### src/rtl/lcd_ctrl.sv
`default_nettype none
// +--------------------------------------------------------------------------+
// | Module   : lcd_ctrl                                                      |
// | Function : HD44780-style character LCD write controller, 8- or 4-bit bus |
// |            with an optional power-on init sequence (macro LCD_INIT_EN).  |
// | Revision : 1.0                                                           |
// +--------------------------------------------------------------------------+
module lcd_ctrl #(
  parameter int BUS_W     = 8,
  parameter int SETUP_CYC = 5,
  parameter int E_CYC     = 50,
  parameter int CMD_CYC   = 4000,
  parameter int CLR_CYC   = 160000,
  parameter int PWR_CYC   = 1500000
) (
  input  logic             clk,
  input  logic             rst,
  input  logic             cmd_valid,
  input  logic             cmd_rs,
  input  logic [7:0]       cmd_data,
  output logic             cmd_ready,
  output logic             init_done,
  output logic             lcd_rs,
  output logic             lcd_e,
  output logic [BUS_W-1:0] lcd_data
);

  localparam logic [2:0] c_ST_PWR   = 3'd0;
  localparam logic [2:0] c_ST_IDLE  = 3'd1;
  localparam logic [2:0] c_ST_SETUP = 3'd2;
  localparam logic [2:0] c_ST_EHIGH = 3'd3;
  localparam logic [2:0] c_ST_ELOW  = 3'd4;
  localparam logic [2:0] c_ST_WAIT  = 3'd5;

  localparam logic [23:0] c_SETUP_LAST = 24'(SETUP_CYC - 1);
  localparam logic [23:0] c_E_LAST     = 24'(E_CYC - 1);
  localparam logic [23:0] c_CMD_LAST   = 24'(CMD_CYC - 1);
  localparam logic [23:0] c_CLR_LAST   = 24'(CLR_CYC - 1);
  localparam logic [23:0] c_PWR_LAST   = 24'(PWR_CYC - 1);

`ifdef LCD_INIT_EN
  localparam logic [2:0] c_ST_RESET   = c_ST_PWR;
  localparam logic [3:0] c_INIT_STEPS = (BUS_W == 4) ? 4'd9 : 4'd8;
`else
  localparam logic [2:0] c_ST_RESET   = c_ST_IDLE;
  localparam logic [3:0] c_INIT_STEPS = 4'd0;
`endif

  logic [2:0]  r_state;
  logic [23:0] r_cnt;
  logic        r_rs;
  logic [7:0]  r_data;
  logic        r_nib;
  logic        r_single;
  logic        r_long;
  logic        r_init_done;
  logic [3:0]  r_init_idx;

  logic        w_active;
  logic [9:0]  w_init_step;

  // Init step encoding: {single_pulse, long_wait, byte}. The 8-bit bus has no 0x20 step.
  function automatic logic [9:0] init_step(input logic [3:0] idx);
    logic [3:0] k;
    k = (BUS_W == 8 && idx >= 4'd3) ? idx + 4'd1 : idx;
    case (k)
      4'd0, 4'd1, 4'd2: init_step = {1'b1, 1'b1, 8'h30};
      4'd3:             init_step = {1'b1, 1'b0, 8'h20};
      4'd4:             init_step = {1'b0, 1'b0, (BUS_W == 4) ? 8'h28 : 8'h38};
      4'd5:             init_step = {1'b0, 1'b0, 8'h08};
      4'd6:             init_step = {1'b0, 1'b1, 8'h01};
      4'd7:             init_step = {1'b0, 1'b0, 8'h06};
      default:          init_step = {1'b0, 1'b0, 8'h0C};
    endcase
  endfunction

  assign w_init_step = init_step(r_init_idx);

  always_ff @(posedge clk or posedge rst) begin
    if (rst) begin
      r_state     <= c_ST_RESET;
      r_cnt       <= '0;
      r_rs        <= 1'b0;
      r_data      <= '0;
      r_nib       <= 1'b0;
      r_single    <= 1'b0;
      r_long      <= 1'b0;
      r_init_done <= 1'b0;
      r_init_idx  <= '0;
    end else begin
      case (r_state)
        c_ST_PWR: begin
          if (r_cnt == c_PWR_LAST) begin
            r_cnt   <= '0;
            r_state <= c_ST_IDLE;
          end else begin
            r_cnt <= r_cnt + 24'd1;
          end
        end
        c_ST_IDLE: begin
          r_cnt <= '0;
          r_nib <= 1'b0;
          if (!r_init_done) begin
            if (r_init_idx == c_INIT_STEPS) begin
              r_init_done <= 1'b1;
            end else begin
              r_rs                       <= 1'b0;
              {r_single, r_long, r_data} <= w_init_step;
              r_init_idx                 <= r_init_idx + 4'd1;
              r_state                    <= c_ST_SETUP;
            end
          end else if (cmd_valid) begin
            r_rs     <= cmd_rs;
            r_data   <= cmd_data;
            r_single <= 1'b0;
            // Clear display / return home need the long settle time
            r_long   <= !cmd_rs && (cmd_data[7:2] == 6'd0);
            r_state  <= c_ST_SETUP;
          end
        end
        c_ST_SETUP: begin
          if (r_cnt == c_SETUP_LAST) begin
            r_cnt   <= '0;
            r_state <= c_ST_EHIGH;
          end else begin
            r_cnt <= r_cnt + 24'd1;
          end
        end
        c_ST_EHIGH: begin
          if (r_cnt == c_E_LAST) begin
            r_cnt   <= '0;
            r_state <= c_ST_ELOW;
          end else begin
            r_cnt <= r_cnt + 24'd1;
          end
        end
        c_ST_ELOW: begin
          if (r_cnt == c_SETUP_LAST) begin
            r_cnt <= '0;
            if (BUS_W == 4 && !r_nib && !r_single) begin
              r_nib   <= 1'b1;
              r_state <= c_ST_SETUP;
            end else begin
              r_state <= c_ST_WAIT;
            end
          end else begin
            r_cnt <= r_cnt + 24'd1;
          end
        end
        c_ST_WAIT: begin
          if (r_cnt == (r_long ? c_CLR_LAST : c_CMD_LAST)) begin
            r_cnt   <= '0;
            r_state <= c_ST_IDLE;
          end else begin
            r_cnt <= r_cnt + 24'd1;
          end
        end
        default: begin
          r_cnt   <= '0;
          r_state <= c_ST_IDLE;
        end
      endcase
    end
  end

  // Outputs decode straight from state so reset pulls lcd_e low without a clock
  assign w_active  = (r_state == c_ST_SETUP) || (r_state == c_ST_EHIGH) ||
                     (r_state == c_ST_ELOW);
  assign lcd_e     = (r_state == c_ST_EHIGH);
  assign lcd_rs    = w_active && r_rs;
  assign cmd_ready = (r_state == c_ST_IDLE) && r_init_done;
  assign init_done = r_init_done;

  generate
    if (BUS_W == 4) begin : g_bus4
      assign lcd_data = w_active ? (r_nib ? r_data[3:0] : r_data[7:4]) : 4'h0;
    end else begin : g_bus8
      assign lcd_data = w_active ? r_data : 8'h00;
    end
  endgenerate

endmodule
`default_nettype wire

### config.mk
export PLATFORM = sky130hd
export DESIGN_NAME = lcd_ctrl
export DESIGN_NICKNAME = d
export VERILOG_FILES = /design/src/rtl/lcd_ctrl.sv
export SDC_FILE = /design/constraint.sdc
export NUM_CORES = 1
export LEC_CHECK = 0
export CAP_MARGIN = 30
export CORE_ASPECT_RATIO = 0.75
export CORE_MARGIN = 2
export CORE_UTILIZATION = 40
export CTS_CLUSTER_SIZE = 14
export DETAILED_ROUTE_END_ITERATION = 10
export HOLD_SLACK_MARGIN = 0.12
export MAX_ROUTING_LAYER = met4
export PLACE_DENSITY_LB_ADDON = 0.15
export SYNTH_ARGS = -nofsm -noshare
export SYNTH_HDL_FRONTEND = slang
export SYNTH_SLANG_ARGS = --single-unit
### constraint.sdc
create_clock -name clk -period 5.1 [get_ports clk]
set_input_delay 1.02 -clock clk [delete_from_list [all_inputs] [get_ports clk]]
set_output_delay 1.02 -clock clk [all_outputs]
set_load 0.02 [all_outputs]
# Word-level counts from Yosys, hierarchy flattened
# Memory sizes are Yosys's and may differ from the RTL's.
# Index checks and enable logic that the tools add are counted.
[op_classes]
n_eq_ne = 18
n_div = 0
n_lt_le_gt_ge = 1
multipliers = 0
muxes = 29
n_reduce_logical = 13
shifts = 0
n_bitwise = 2
n_addsub = 2
[ops]
columns = ["op", "n"]
rows = [
  ["two-way mux 24 bit", 4],
  ["one-hot mux 24 bit (4 select lines)", 1],
  ["two-way mux 8 bit", 4],
  ["adder 24 x 1 -> 24 bit, second input constant", 1],
  ["equality test 24 x 18 -> 1 bit", 1],
  ["equality test 24 x 21 -> 1 bit, second input constant", 1],
  ["equality test 24 x 3 -> 1 bit, second input constant", 1],
  ["equality test 24 x 6 -> 1 bit, second input constant", 1],
  ["two-way mux 3 bit", 8],
  ["two-way mux 18 bit", 1],
  ["one-hot mux 3 bit (6 select lines)", 1],
  ["!= test 2 bit, second input constant", 6],
  ["two-way mux 9 bit", 1],
  ["two-way mux 1 bit", 8],
  ["AND reduction 7 bit", 1],
  ["equality test 3 x 2 -> 1 bit, second input constant", 2],
  ["equality test 3 bit, second input constant", 2],
  ["logical NOT 6 bit", 1],
  ["!= test 3 bit, second input constant", 2],
  ["AND reduction 3 bit", 2],
  ["adder 4 x 1 -> 4 bit, second input constant", 1],
  ["greater-or-equal comparator 4 x 2 -> 1 bit, second input constant", 1],
  ["logical NOT 4 bit", 1],
  ["two-way mux 4 bit", 1],
  ["other kinds (8)", 12],
]
[word_totals]
ramBits = 0
rom_bits = 64
memories = 1
word_cells = 73
regBits = 42
latch_bits = 0
out_inout_bits = 12
[memory_table]
columns = ["name", "words", "width", "read_ports", "rd_clocked_by_memory_dff", "wr", "line_no", "text"]
rows = [
  ["(name not given)", 8, 8, 1, 0, 0, "66", "case (k)"],
]

# Logic depth before layout (Yosys ltp)
# An unclocked memory read counts as a cell.
[logic_depth]
word_depth = 6
mapped_depth = 8

# Worst setup path after synthesis
# OpenSTA, ideal clock, no wires.
[synth_path]
path_kind = "register to output"
from = "reg r_state[0]"
to = "out cmd_ready"
n_path_buf = 1
path_stages_with_launch = 4
setup_slack_ps = 2609
required_time_ps = 4080
t_arrival_ps = 1471
path_cell_list = "dfstp_2 -> buf_2 -> inv_1 -> nor4_1"
[synth_between]
elab_chain_len = 2
[synth_lines]
columns = ["item", "line_no", "text"]
rows = [
  ["start, declared", "49", "logic [2:0] r_state;"],
  ["start signal, assigned", "81", "r_state <= c_ST_RESET;"],
  ["start signal, assigned", "95", "r_state <= c_ST_IDLE;"],
  ["start signal, assigned", "110", "r_state <= c_ST_SETUP;"],
  ["equality test 3 x 1 -> 1 bit", "171", "assign cmd_ready = (r_state == c_ST_IDLE) && r_init_done;"],
  ["logical AND 1 bit", "171", ""],
  ["end, declared", "21", "output logic cmd_ready,"],
]
# No other way between the ends.

# Worst setup path in the final report
[layout_path]
from = "reg r_state[0]"
to = "out lcd_data[0]"
[layout_between]
elab_chain_len = 4
elab_cells_between_ends = 6
classes_between = "3 x eq/ne; 1 x mux; 2 x reduce/logical"
[layout_lines]
columns = ["item", "line_no", "text"]
rows = [
  ["equality test 3 x 2 -> 1 bit", "167", "assign w_active = (r_state == c_ST_SETUP) || (r_state == c_ST_EHIGH) ||"],
  ["logical OR 1 bit", "167", ""],
  ["logical OR 1 bit (*)", "167", ""],
  ["two-way mux 8 bit (*)", "178", "assign lcd_data = w_active ? r_data : 8'h00;"],
  ["end, declared", "25", "output logic [BUS_W-1:0] lcd_data"],
]
# Every way passes the cells marked *; elsewhere a longest branch is shown, timed or not.

==> impl_metrics.py <==
metrics = {
    "global_routing": {
        "grt_pass1_vias": 1692,
        "top_usage_layer": "met1",
        "gr-usage-all-layers_pct": 17.3,
        "grt_first_pass_wirelength_um": 8690,
        "grt_util_met2_pct": 20.4,
        "antenna_found_initial": 0,
        "met1_usage_pct": 28.5,
        "grt_max_degree": 43,
        "grtUsageMet3_pct": 4.00,
        "overflow": 0,
    },
    "logic_synthesis": {
        "synth_most_common_cell": "dfrtp_1",
        "ys_top_cells_by_area": "dfrtp_1 (42%), xnor2_1 (5.4%), nor2_1 (5.1%)",
        "syn_area_mm2": 0.00244,
        "synthArstFlopShare_pct": 100,
        "synth_top_area_share_pct": 42.1,
        "yosys_warnings": 0,
        "synth_fp_nets": 278,
        "synthCells": 261,
        "synth_edf_count": 0,
        "yosysUniqueCellTypes": 53,
        "ys_seq_elements": 42,
        "yosysTopAreaCell": "dfrtp_1",
        "yosys-top-cells-count": "dfrtp_1 (41), nor2_1 (33), nand2_1 (24)",
        "dominantRegCellSynth": "dfrtp_1",
        "yosysSeqAreaShare_pct": 43.1,
        "syn_avg_cell_area_um2": 9.35,
    },
    "hold_path": {
        "hold_start": "r_data[4]",
        "worstHoldPathCells": 2,
        "hp-class": "register to register",
        "holdPathEnd": "r_data[4]",
    },
    "clocking": {
        "hold_buffers": 0,
        "clk_pin_slew_worst_paths_ns": 0.07,
        "cts.sinks": 42,
        "htree_levels": 2,
        "clk_latency_ns": 0.29,
        "cts_tree": "done",
        "clockBufferDepth": 2,
        "post-cts-setup-buffers": 0,
        "root_buffer": "clkbuf_8",
        "cts_buffers": 5,
        "cts_resized": 0,
    },
    "critical_path": {
        "worstPathRequired_ns": 4.08,
        "critPathLaunchType": "register",
        "cp-end-kind": "output port",
        "r2r_cells": 6,
        "path_class": "register to output port",
        "r2r-end": "r_long",
        "rrSetupSlack_ns": 2.81,
        "crit_fanout": 10,
        "r2r_start": "r_init_idx[0]",
        "arrival_ns": 2.15,
    },
    "floorplanning": {
        "die_height_um": 71.6,
        "core.rowCount": 24,
        "start_util_pct": 41.7,
        "core_mm2": 0.00586,
        "die_area_mm2": 0.00675,
        "fp.dieW_um": 94.2,
        "io_pins": 24,
    },
    "sta": {
        "fin_crit_ns": 3.17,
        "final.setup.tns_ns": 0,
        "clock.fmax_mhz": 315,
        "fin_ws_ns": 1.93,
        "finClkSkew_ns": 0.00645,
        "finalCritPeriodShare_pct": 62.2,
        "finalHoldViolations": 0,
        "relSlewSlack_pct": 49.8,
        "tightest_slew_ns": 0.748,
        "drv_slew": 0,
        "grt_setup_unrepaired": "no",
        "setup_violations": 0,
    },
    "placement": {
        "gp_congestion": 0.791,
        "hpwl_um": 3800,
        "dpl.cell_count": 353,
        "port_buffers": 23,
        "post-place-ws_ns": 2.22,
        "placed_cell_area_mm2": 0.00271,
    },
    "outcome": {
        "status": "completed",
    },
    "layout": {
        "utilization_pct": 47.8,
        "drive_gt1_share_pct": 7.07,
        "n_antenna_cell": 0,
        "fin_area_mm2": 0.00280,
        "syn2layout_area_growth_pct": 14.7,
        "final_cells": 361,
        "nets": 299,
        "nFillCells": 592,
    },
    "route": {
        "totalWireLength_um": 5200,
        "avgViaCountPerCell": 5.23,
        "drtPass1Iterations": 4,
        "vias": 1888,
        "drcViolationCount": 0,
        "drtIter0Drc": 114,
        "ant_nets": 0,
        "wire_per_inst_um": 14.4,
    },
    "power": {
        "peakVddDrop_mv": 0.140,
        "p_leak_nw": 1.21,
        "powerDensity_mw_per_mm2": 203,
    },
    "run": {
        "drv_cap": 0,
    },
}
[placed cells by master, fill, tap and decap left out, drive strengths merged, types with 10 or more instances in the layout]
cell and count:
dfrtp 41, nand2 24, xor2 12, o21ai 11, nor2b 13, nand3 10, clkdlybuf4s50 23, nor3 11
nor2 34, xnor2 15
[logic make-up after synthesis]
logic type / after synthesis / share of synthesized area [%]
AO/OA/AOI/OAI: 35 / 10.3
buffers and inverters: 19 / 4.21
XOR/XNOR: 27 / 9.69
multiplexers: 2 / 0.872
flip-flops: 42 / 43.1
adder cells (fa/ha/maj): 5 / 2.56
AND/OR/NAND/NOR: 131 / 29.2
[worst max-delay path by stage]
stage,startpoint,endpoint,slack [ns],cells past startpoint
floorplan,r_state[0],cmd_ready,2.61,3
finish,r_state[0],lcd_data[0],1.93,4
detailed placement,r_state[0],lcd_data[0],2.22,4
global route,r_state[0],lcd_data[0],1.78,4
CTS,r_state[0],lcd_data[0],1.89,4
global placement,r_state[0],lcd_data[1],2.30,4
[sequential cells by signal, indices dropped and copies added, names as in the netlist]
signal	cells
r_long	1
r_data	8
r_state	3
r_init_idx	4
r_cnt	24
init_done	1
r_rs	1
[metal layers]
layer / part of all wire, % / vias to the layer above
met3: 4.0 / 2
met2: 39 / 26
met1: 57 / 903
met4: 0.46 / 0
met5: 0 / -
li1: - / 957
[worst max-delay path, stage by stage, from the launching register on]
cell and delay [ns]:
dfstp_2 0.63, inv_1 0.11, a21boi_2 0.45, nor2b_1 0.10
clkdlybuf4s50_1 0.57
[final cells by class]
cell class | count | area, um^2 | area share, %
timing repair buffer | 24 | 238 | 8.50
clock buffer | 7 | 86.3 | 3.09
clock inverter | 1 | 5.00 | 0.179
inverter | 9 | 33.8 | 1.21
tap | 78 | 97.6 | 3.49
multi-input combinational | 200 | 1280 | 45.9
sequential | 42 | 1050 | 37.6
[report_power, final]
part,switching [W],internal (W),leakage (nW)
Sequential,0,0.000333,0.563
Clock,0.000110,0.000109,0.0482
Combinational,0.00000867,0.00000814,0.596
Total,0.000119,0.000450,1.21
[metrics by stage]
stage	power [W]	hold WS, ns
floorplan	0.000345	0.442
global placement	0.000357	0.467
detailed placement	0.000357	0.469
CTS	0.000578	0.486
global route	0.000597	0.522
finish	0.000569	0.485
No activity file was read; power rests on OpenSTA's default activity.
